===== config.mk =====
export PLATFORM = sky130hd
export DESIGN_NAME = load_store_unit
export DESIGN_NICKNAME = d
export VERILOG_FILES = /design/src/rtl/lsu_pkg.sv /design/src/rtl/lsu_load_align.sv /design/src/rtl/load_store_unit.sv
export SDC_FILE = /design/constraint.sdc
export NUM_CORES = 1
export LEC_CHECK = 0
export BUFFER_PORTS_ARGS = -buffer_cell sky130_fd_sc_hd__clkbuf_2
export CAP_MARGIN = 20
export CORE_MARGIN = 8
export CORE_UTILIZATION = 40
export DETAILED_ROUTE_END_ITERATION = 7
export PLACE_DENSITY = 0.76
export RECOVER_POWER = 25
export SETUP_SLACK_MARGIN = 0.4
export SYNTH_ARGS = -nofsm -noshare
export SYNTH_HDL_FRONTEND = slang
export SYNTH_SLANG_ARGS = --single-unit

===== constraint.sdc =====
create_clock -name clk -period 2.3 [get_ports clk]
set_input_delay 0.115 -clock clk [delete_from_list [all_inputs] [get_ports clk]]
set_output_delay 0.115 -clock clk [all_outputs]
set_load 0.1 [all_outputs]

===== src/rtl/lsu_pkg.sv =====
// rtl/lsu_pkg.sv - shared types and alignment helper for the load/store unit
//
// Purpose: access-size and FSM state encodings plus the misalignment rule,
// shared by load_store_unit and lsu_load_align.
// Ports: none (package).

package lsu_pkg;

    typedef enum logic [1:0] {
        SIZE_BYTE = 2'b00,
        SIZE_HALF = 2'b01,
        SIZE_WORD = 2'b10
    } size_e;

    typedef enum logic [1:0] {
        IDLE     = 2'b00,
        LD_DATA  = 2'b01,
        ST_MERGE = 2'b10,
        RESP     = 2'b11
    } state_e;

    // Size code 2'b11 is reserved and is reported the same way as a
    // misaligned access so it can never reach memory.
    function automatic logic is_misaligned(input logic [1:0] size, input logic [1:0] addr_lo);
        logic result;
        case (size)
            SIZE_BYTE: result = 1'b0;
            SIZE_HALF: result = addr_lo[0];
            SIZE_WORD: result = (addr_lo != 2'b00);
            default:   result = 1'b1;
        endcase
        return result;
    endfunction

endpackage


===== src/rtl/lsu_load_align.sv =====
// rtl/lsu_load_align.sv - little-endian lane select, extension and lane mask
//
// Purpose: extracts the byte/halfword lane addressed by addr_lo from a memory
// word and sign- or zero-extends it; also reports which byte lanes the access
// covers so the store path can merge sub-word data into a read word.
// Ports:
//   word         in  32  memory word
//   addr_lo      in  2   byte offset within the word
//   size         in  2   access size code
//   unsigned_ext in  1   1 = zero-extend, 0 = sign-extend
//   data         out 32  extended lane data (word passes through)
//   lane_mask    out 4   byte lanes touched by the access

import lsu_pkg::*;

module lsu_load_align (
    input  logic [31:0] word,
    input  logic [1:0]  addr_lo,
    input  logic [1:0]  size,
    input  logic        unsigned_ext,
    output logic [31:0] data,
    output logic [3:0]  lane_mask
);

    logic [7:0]  byte_lane;
    logic [15:0] half_lane;
    logic        fill;

    always_comb begin
        byte_lane = word[{addr_lo, 3'b000} +: 8];
        half_lane = addr_lo[1] ? word[31:16] : word[15:0];
        fill      = 1'b0;
        data      = word;
        lane_mask = 4'b1111;
        case (size)
            SIZE_BYTE: begin
                fill      = ~unsigned_ext & byte_lane[7];
                data      = {{24{fill}}, byte_lane};
                lane_mask = 4'b0001 << addr_lo;
            end
            SIZE_HALF: begin
                fill      = ~unsigned_ext & half_lane[15];
                data      = {{16{fill}}, half_lane};
                lane_mask = addr_lo[1] ? 4'b1100 : 4'b0011;
            end
            default: begin
                data      = word;
                lane_mask = 4'b1111;
            end
        endcase
    end

endmodule


===== src/rtl/load_store_unit.sv =====
// rtl/load_store_unit.sv - byte/half/word load-store unit over word-only memory
//
// Purpose: turns byte, halfword and word requests into single-word accesses
// to a one-cycle-latency memory. Sub-word stores read-modify-write, loads are
// lane-selected and extended, misaligned or reserved-size requests are
// answered with an error and never touch memory.
// Ports:
//   clk, rst                  clock, synchronous active-high reset
//   req_valid/req_ready       request handshake (ready only in IDLE)
//   req_write, req_size       store flag and access size
//   req_unsigned              load zero-extend select
//   req_addr, req_wdata       byte address and low-aligned store data
//   resp_valid                one-cycle completion pulse
//   resp_rdata, resp_error    load data (0 for stores/errors), error flag
//   mem_address               word memory address (addr[1:0] ignored by memory)
//   mem_write_data/enable     memory write port
//   mem_read_data             memory data, valid the cycle after the address

import lsu_pkg::*;

module load_store_unit #(
    parameter int DATA_WIDTH    = 32,
    parameter int ADDRESS_WIDTH = 32
) (
    input  logic                     clk,
    input  logic                     rst,
    input  logic                     req_valid,
    output logic                     req_ready,
    input  logic                     req_write,
    input  logic [1:0]               req_size,
    input  logic                     req_unsigned,
    input  logic [ADDRESS_WIDTH-1:0] req_addr,
    input  logic [DATA_WIDTH-1:0]    req_wdata,
    output logic                     resp_valid,
    output logic [DATA_WIDTH-1:0]    resp_rdata,
    output logic                     resp_error,
    output logic [ADDRESS_WIDTH-1:0] mem_address,
    output logic [DATA_WIDTH-1:0]    mem_write_data,
    output logic                     mem_write_enable,
    input  logic [DATA_WIDTH-1:0]    mem_read_data
);

    state_e                   state;
    state_e                   state_next;
    logic [ADDRESS_WIDTH-1:0] addr_q;
    logic [1:0]               size_q;
    logic                     unsigned_q;
    logic [15:0]              wdata_q;      // only sub-word stores need data after accept

    logic                     accept;
    logic                     misaligned;
    logic [31:0]              load_data;
    logic [3:0]               lane_mask;
    logic [31:0]              lane_bits;
    logic [31:0]              store_repl;
    logic [31:0]              merge_data;

    assign req_ready   = (state == IDLE) && !rst;
    assign accept      = req_valid && req_ready;
    assign misaligned  = is_misaligned(req_size, req_addr[1:0]);
    assign resp_valid  = (state == RESP);
    assign mem_address = (state == IDLE) ? req_addr : addr_q;

    // One aligner serves both paths: its data output feeds load responses,
    // its lane mask selects which bytes of the read word a store replaces.
    lsu_load_align u_align (
        .word         (mem_read_data),
        .addr_lo      (addr_q[1:0]),
        .size         (size_q),
        .unsigned_ext (unsigned_q),
        .data         (load_data),
        .lane_mask    (lane_mask)
    );

    assign lane_bits  = {{8{lane_mask[3]}}, {8{lane_mask[2]}},
                         {8{lane_mask[1]}}, {8{lane_mask[0]}}};
    // Replicating the store data across the word puts it under every lane,
    // so the mask alone picks the target position.
    assign store_repl = (size_q == SIZE_BYTE) ? {4{wdata_q[7:0]}} : {2{wdata_q}};
    assign merge_data = (mem_read_data & ~lane_bits) | (store_repl & lane_bits);

    always_ff @(posedge clk) begin
        if (rst) begin
            state <= IDLE;
        end else begin
            state <= state_next;
        end
    end

    always_comb begin
        state_next       = state;
        mem_write_enable = 1'b0;
        mem_write_data   = '0;
        case (state)
            IDLE: begin
                mem_write_data = req_wdata;
                if (accept) begin
                    if (misaligned) begin
                        state_next = RESP;
                    end else if (!req_write) begin
                        state_next = LD_DATA;
                    end else if (req_size == SIZE_WORD) begin
                        mem_write_enable = 1'b1;
                        state_next       = RESP;
                    end else begin
                        state_next = ST_MERGE;
                    end
                end
            end
            LD_DATA: begin
                state_next = RESP;
            end
            ST_MERGE: begin
                // A reset here abandons the merge without writing.
                mem_write_data   = merge_data;
                mem_write_enable = !rst;
                state_next       = RESP;
            end
            RESP: begin
                state_next = IDLE;
            end
            default: begin
                state_next = IDLE;
            end
        endcase
    end

    always_ff @(posedge clk) begin
        if (rst) begin
            addr_q     <= '0;
            size_q     <= '0;
            unsigned_q <= 1'b0;
            wdata_q    <= '0;
            resp_rdata <= '0;
            resp_error <= 1'b0;
        end else if (accept) begin
            addr_q     <= req_addr;
            size_q     <= req_size;
            unsigned_q <= req_unsigned;
            wdata_q    <= req_wdata[15:0];
            resp_rdata <= '0;
            resp_error <= misaligned;
        end else if (state == LD_DATA) begin
            resp_rdata <= load_data;
        end
    end

endmodule


# ---- Word-level counts from Yosys, hierarchy flattened
# Index checks and enable logic that the tools add are counted.
dict set report totals {
  latchBits 0
  input_bits 103
  mem_bits_rw 0
  ff_bits 86
  word_cells 50
  n_memories 0
  rom_bits 0
  out_inout_bits 100
}
dict set report classes {
  n_lt_le_gt_ge 0
  shift 2
  add_sub_neg 0
  n_reduce_logical 9
  n_eq_ne 7
  n_mux 18
  mul 0
  bitwise 7
  n_div 0
}
# operator n
set ops {}
lappend ops {{32-bit one-hot mux with 2 select lines} 2}
lappend ops {{32-bit AND} 2}
lappend ops {{32-bit 2-to-1 mux} 2}
lappend ops {{32-bit NOT} 1}
lappend ops {{32-bit bitwise OR} 1}
lappend ops {{32-bit by 6-bit indexed part select with 8-bit output} 1}
lappend ops {{16-bit 2-to-1 mux} 1}
lappend ops {{4-bit one-hot mux with 2 select lines} 1}
lappend ops {{2-bit by 1-bit == test with 1-bit output, second input constant} 3}
lappend ops {{2-bit == test, second input constant} 3}
lappend ops {{2-bit zero test} 3}
lappend ops {{2-bit 2-to-1 mux} 3}
lappend ops {{2-bit one-hot mux with 3 select lines} 1}
lappend ops {{1-bit 2-to-1 mux} 5}
lappend ops {{4-bit 2-to-1 mux} 1}
lappend ops {{2-bit OR reduction} 2}
lappend ops {{1-bit by 2-bit << shifter with 4-bit output, first input constant} 1}
lappend ops {{1-bit one-hot mux with 3 select lines} 1}
lappend ops {{1-bit AND} 2}
lappend ops {{1-bit logical AND} 2}
lappend ops {{2-bit != test, second input constant} 1}
lappend ops {{1-bit one-hot mux with 2 select lines} 1}
lappend ops {{2-bit nonzero test} 1}
lappend ops {{1-bit zero test} 1}
lappend ops {{1-bit NOT} 1}

# ---- Longest topological paths before layout
dict set report logic_depth {
  ltp_word 6
  mapped_depth 8
  ltp_nobuf 5
}

# ---- Hierarchy
# From an unflattened synthesis, not the netlist that was laid out.
dict set report unflattened {
  cells_unflattened 509
  hier_area_um2 4698.3
}
# module seq_area_each_um2 cells_each area_each_um2 instances
set by_module_without_submodules {}
lappend by_module_without_submodules {load_store_unit 1721.7 391 4022.6 1}
lappend by_module_without_submodules {lsu_load_align 0.0 118 675.6 1}

# ---- Least setup slack after synthesis
# No wires, ideal clock.
dict set report synth_timing {
  path_kind {register to output}
  from {register state[0]}
  to {output port mem_write_data[10]}
  slack_ns -0.599
  required_time_ns 2.185
  stages_incl_launch_ff 9
  t_arrival_ns 2.784
  path_buffers 3
  path_cell_list {dfxtp_1 -> inv_1 -> ha_1 -> buf_2 -> nor2b_1 -> buf_2 -> nand2b_1 -> buf_2 -> o221ai_1}
}
dict set report synth_between {
  elab_chain_cells 2
  elab_cells_between_ends 3
  classes_between {1 x eq/ne; 1 x mux; 1 x reduce/logical}
}
# element line_no
set synth_rtl {}
lappend synth_rtl {{from (decl)} load_store_unit.sv:43} ;# state_e state;
lappend synth_rtl {{from (signal assigned)} load_store_unit.sv:86} ;# state <= state_next;
lappend synth_rtl {{2-bit == test / 2-bit zero test (equally long branches)} load_store_unit.sv:94} ;# case (state)
lappend synth_rtl {{32-bit one-hot mux with 2 select lines (*)} load_store_unit.sv:94}
lappend synth_rtl {{to (decl)} load_store_unit.sv:38} ;# output logic [DATA_WIDTH-1:0] mem_write_data,
# Mark *: on every way between the ends. The rest lies on a longest branch, timed or not.

# ---- Worst setup path after layout
dict set report layout_timing {
  from {register state[1]}
  to {output port mem_write_data[31]}
}
# The elaborated chain is that of the path after synthesis.

==> results.tsv <==
metric	value	unit
run_status	complete, no violations	
drt_iter0_drc	642	
wl_per_cell	20.65	µm
crit_type	flip-flop to output port	
clkSinkCount	86	
synth.avg_cell_area	8.010	µm²
drive_gt1_share	37.61	%
grt_pass1_vias	6049	
fin_skew	8.636	ps
tns	0	ps
syn_nets	755	
start_util	41.07	%
hold-worst-slack	99.00	ps
syn_inst	647	
end_kind	output port	
routed_via_density	5.729	
ios	203	
ys_warn_count	0	
die_height	129.8	µm
crit_arrival	1910	ps
yosys_register_bits	86	
slowest_delay	370	ps
vias	6170	
fmax	0.4937	GHz
clk_pin_slew	60	ps
post-place-ws	345.5	ps
synth_edf_count	0	
core_area	12620	µm²
fin_crit_sh	88.06	%
slew-limit-headroom	18.85	%
grt_antenna_before_repair	1	
drc_errors	0	
overflow	0	
worstHoldPathType	primary input to flip-flop	
first_pass_iters	6	
synth-main-ff-cell	dfxtp_1	
cts_inserted_buffers	9	
clk_latency	360	ps
final_nets	1007	
cts_tree	built	
yosysUniqueCellTypes	48	
grt_pass1_wl	32840	µm
setup_slack	274.6	ps
hpwl	14330	µm
r2r_cells	7	
async_flop_share	0	%
port_buffers	202	
die-area	16850	µm²
htreeDepth	3	
worst_pin_slew	1222	ps
cp_data_required_time	2180	ps
startpoint_type	flip-flop	
rsz0062_at_grt	true	
rows	41	
path_max_fanout	25	
seq_area_frac_synth	33.22	%
hold_viol_final	0	
grt_util_all_layers	25.12	%
r2r_slack	420	ps
cp_slowest_cell	dfxtp_1	
clockBufferDepth	2	
cts_root_buf	clkbuf_16	
cap_violations	0	
die_w	129.8	µm
routed_wl	22240	µm
gp_congestion	0.9219	
area_delta_synth_final	66.05	%
min_path_cells	3	
grt_max_degree	40	
setup_viol	0	
cp_cell_sequence	inv_4 > ha_4 > buf_12 > buf_16 > nand2_1 > o211ai_1 > clkbuf_16	
post-route-min-period	2025	ps
drtAntennaViolNets	0	
syn-cell-area	5182	µm²
slew_violations	0	
==> worst paths after layout <==
path,end,startpoint
max,mem_write_data[31],state[1]
min,state[1],req_write
max reg2reg,state[1],state[1]
min reg2reg,addr_q[15],addr_q[15]
==> final cells by class <==
type	instances	area, µm²
inverters	11	46.29
clock buffers	12	256.5
well taps	172	215.2
flip-flops and latches	86	1733
diodes	1	2.502
fillers	944	4014
repair buffers	300	2834
clock inverters	4	55.05
multi-input cells	491	3463
==> critical path, delay by kind of cell (launching register included) <==
kind            cells  cell delay (ps)
compound gates      1              170
flops               1              370
buf+inv             4              650
simple gates        1              100
fa+ha+maj           1              250
==> cells in the final DEF (no fill, tap or decap), drive strengths merged, types with 10 or more instances in the layout <==
master and n:
or3 16, nor2 21, dfxtp 86, mux2 49, buf 91, inv 10, a31oi 17, clkbuf 169
o21ai 29, nand2 165, a211o 16, o211ai 40, o221ai 15, dlygate4sd3 51, nand3 59
==> synthesized netlist by cell type (12+ instances only) <==
cell      number  area (µm²)
a211o_1       16       140.1
a31oi_1       17       106.4
buf_2         21       105.1
clkbuf_1      27       101.4
dfxtp_1       86        1722
mux2_2        47       529.3
nand2_1      165       619.3
nand3_1       59       295.3
nor2_1        20       75.07
o211ai_1      40       300.3
o21ai_0       12       60.06
o221ai_1      15       131.4
or3_1         16       100.1
==> flip-flops by register name (all words and copies together) (netlist names) <==
name / count
unsigned_q: 1
addr_q: 32
resp_rdata: 32
wdata_q: 16
size_q: 2
state: 2
resp_error: 1
==> cells by family after synthesis <==
| group | Yosys count | share of synthesized area (%) |
|---|---|---|
| and+or+nand+nor | 288 | 25.35 |
| AOI/OAI and AO/OA | 141 | 20.93 |
| DFF | 86 | 33.22 |
| buffers and inverters | 70 | 6.953 |
| muxes | 57 | 12.34 |
| adders and majority gates | 5 | 1.207 |
==> layer usage <==
metal / part of all wire (%) / global-route usage [%]
met5: 0 / 0
met4: 5.0 / 13.52
met3: 9.5 / 7.303
met2: 47 / 41.32
met1: 38 / 29.00
==> timing repair <==
item | CTS | global route
endpoints found under the hold margin | 51 | 0
cloned | 4 | 2
setup endpoints to repair | 75 | 86
hold buffers | 51 | 0
pin swaps | 13 | 15
buffers inserted | 16 | 5
resized for setup | 79 | 48
==> metrics by stage <==
step | utilization [%] | cells | area (µm²)
2_1_floorplan | - | 647 | 5380
3_3_place_gp | 55.55 | 982 | 7010
3_5_place_dp | 55.55 | 982 | 7010
4_1_cts | 66.31 | 1069 | 8368
5_1_grt | 68.19 | 1077 | 8606
6_report | 68.19 | 1077 | 8606
Power is not shown: default switching activity piles up to over one toggle a cycle in this logic, so the estimate is an artifact.
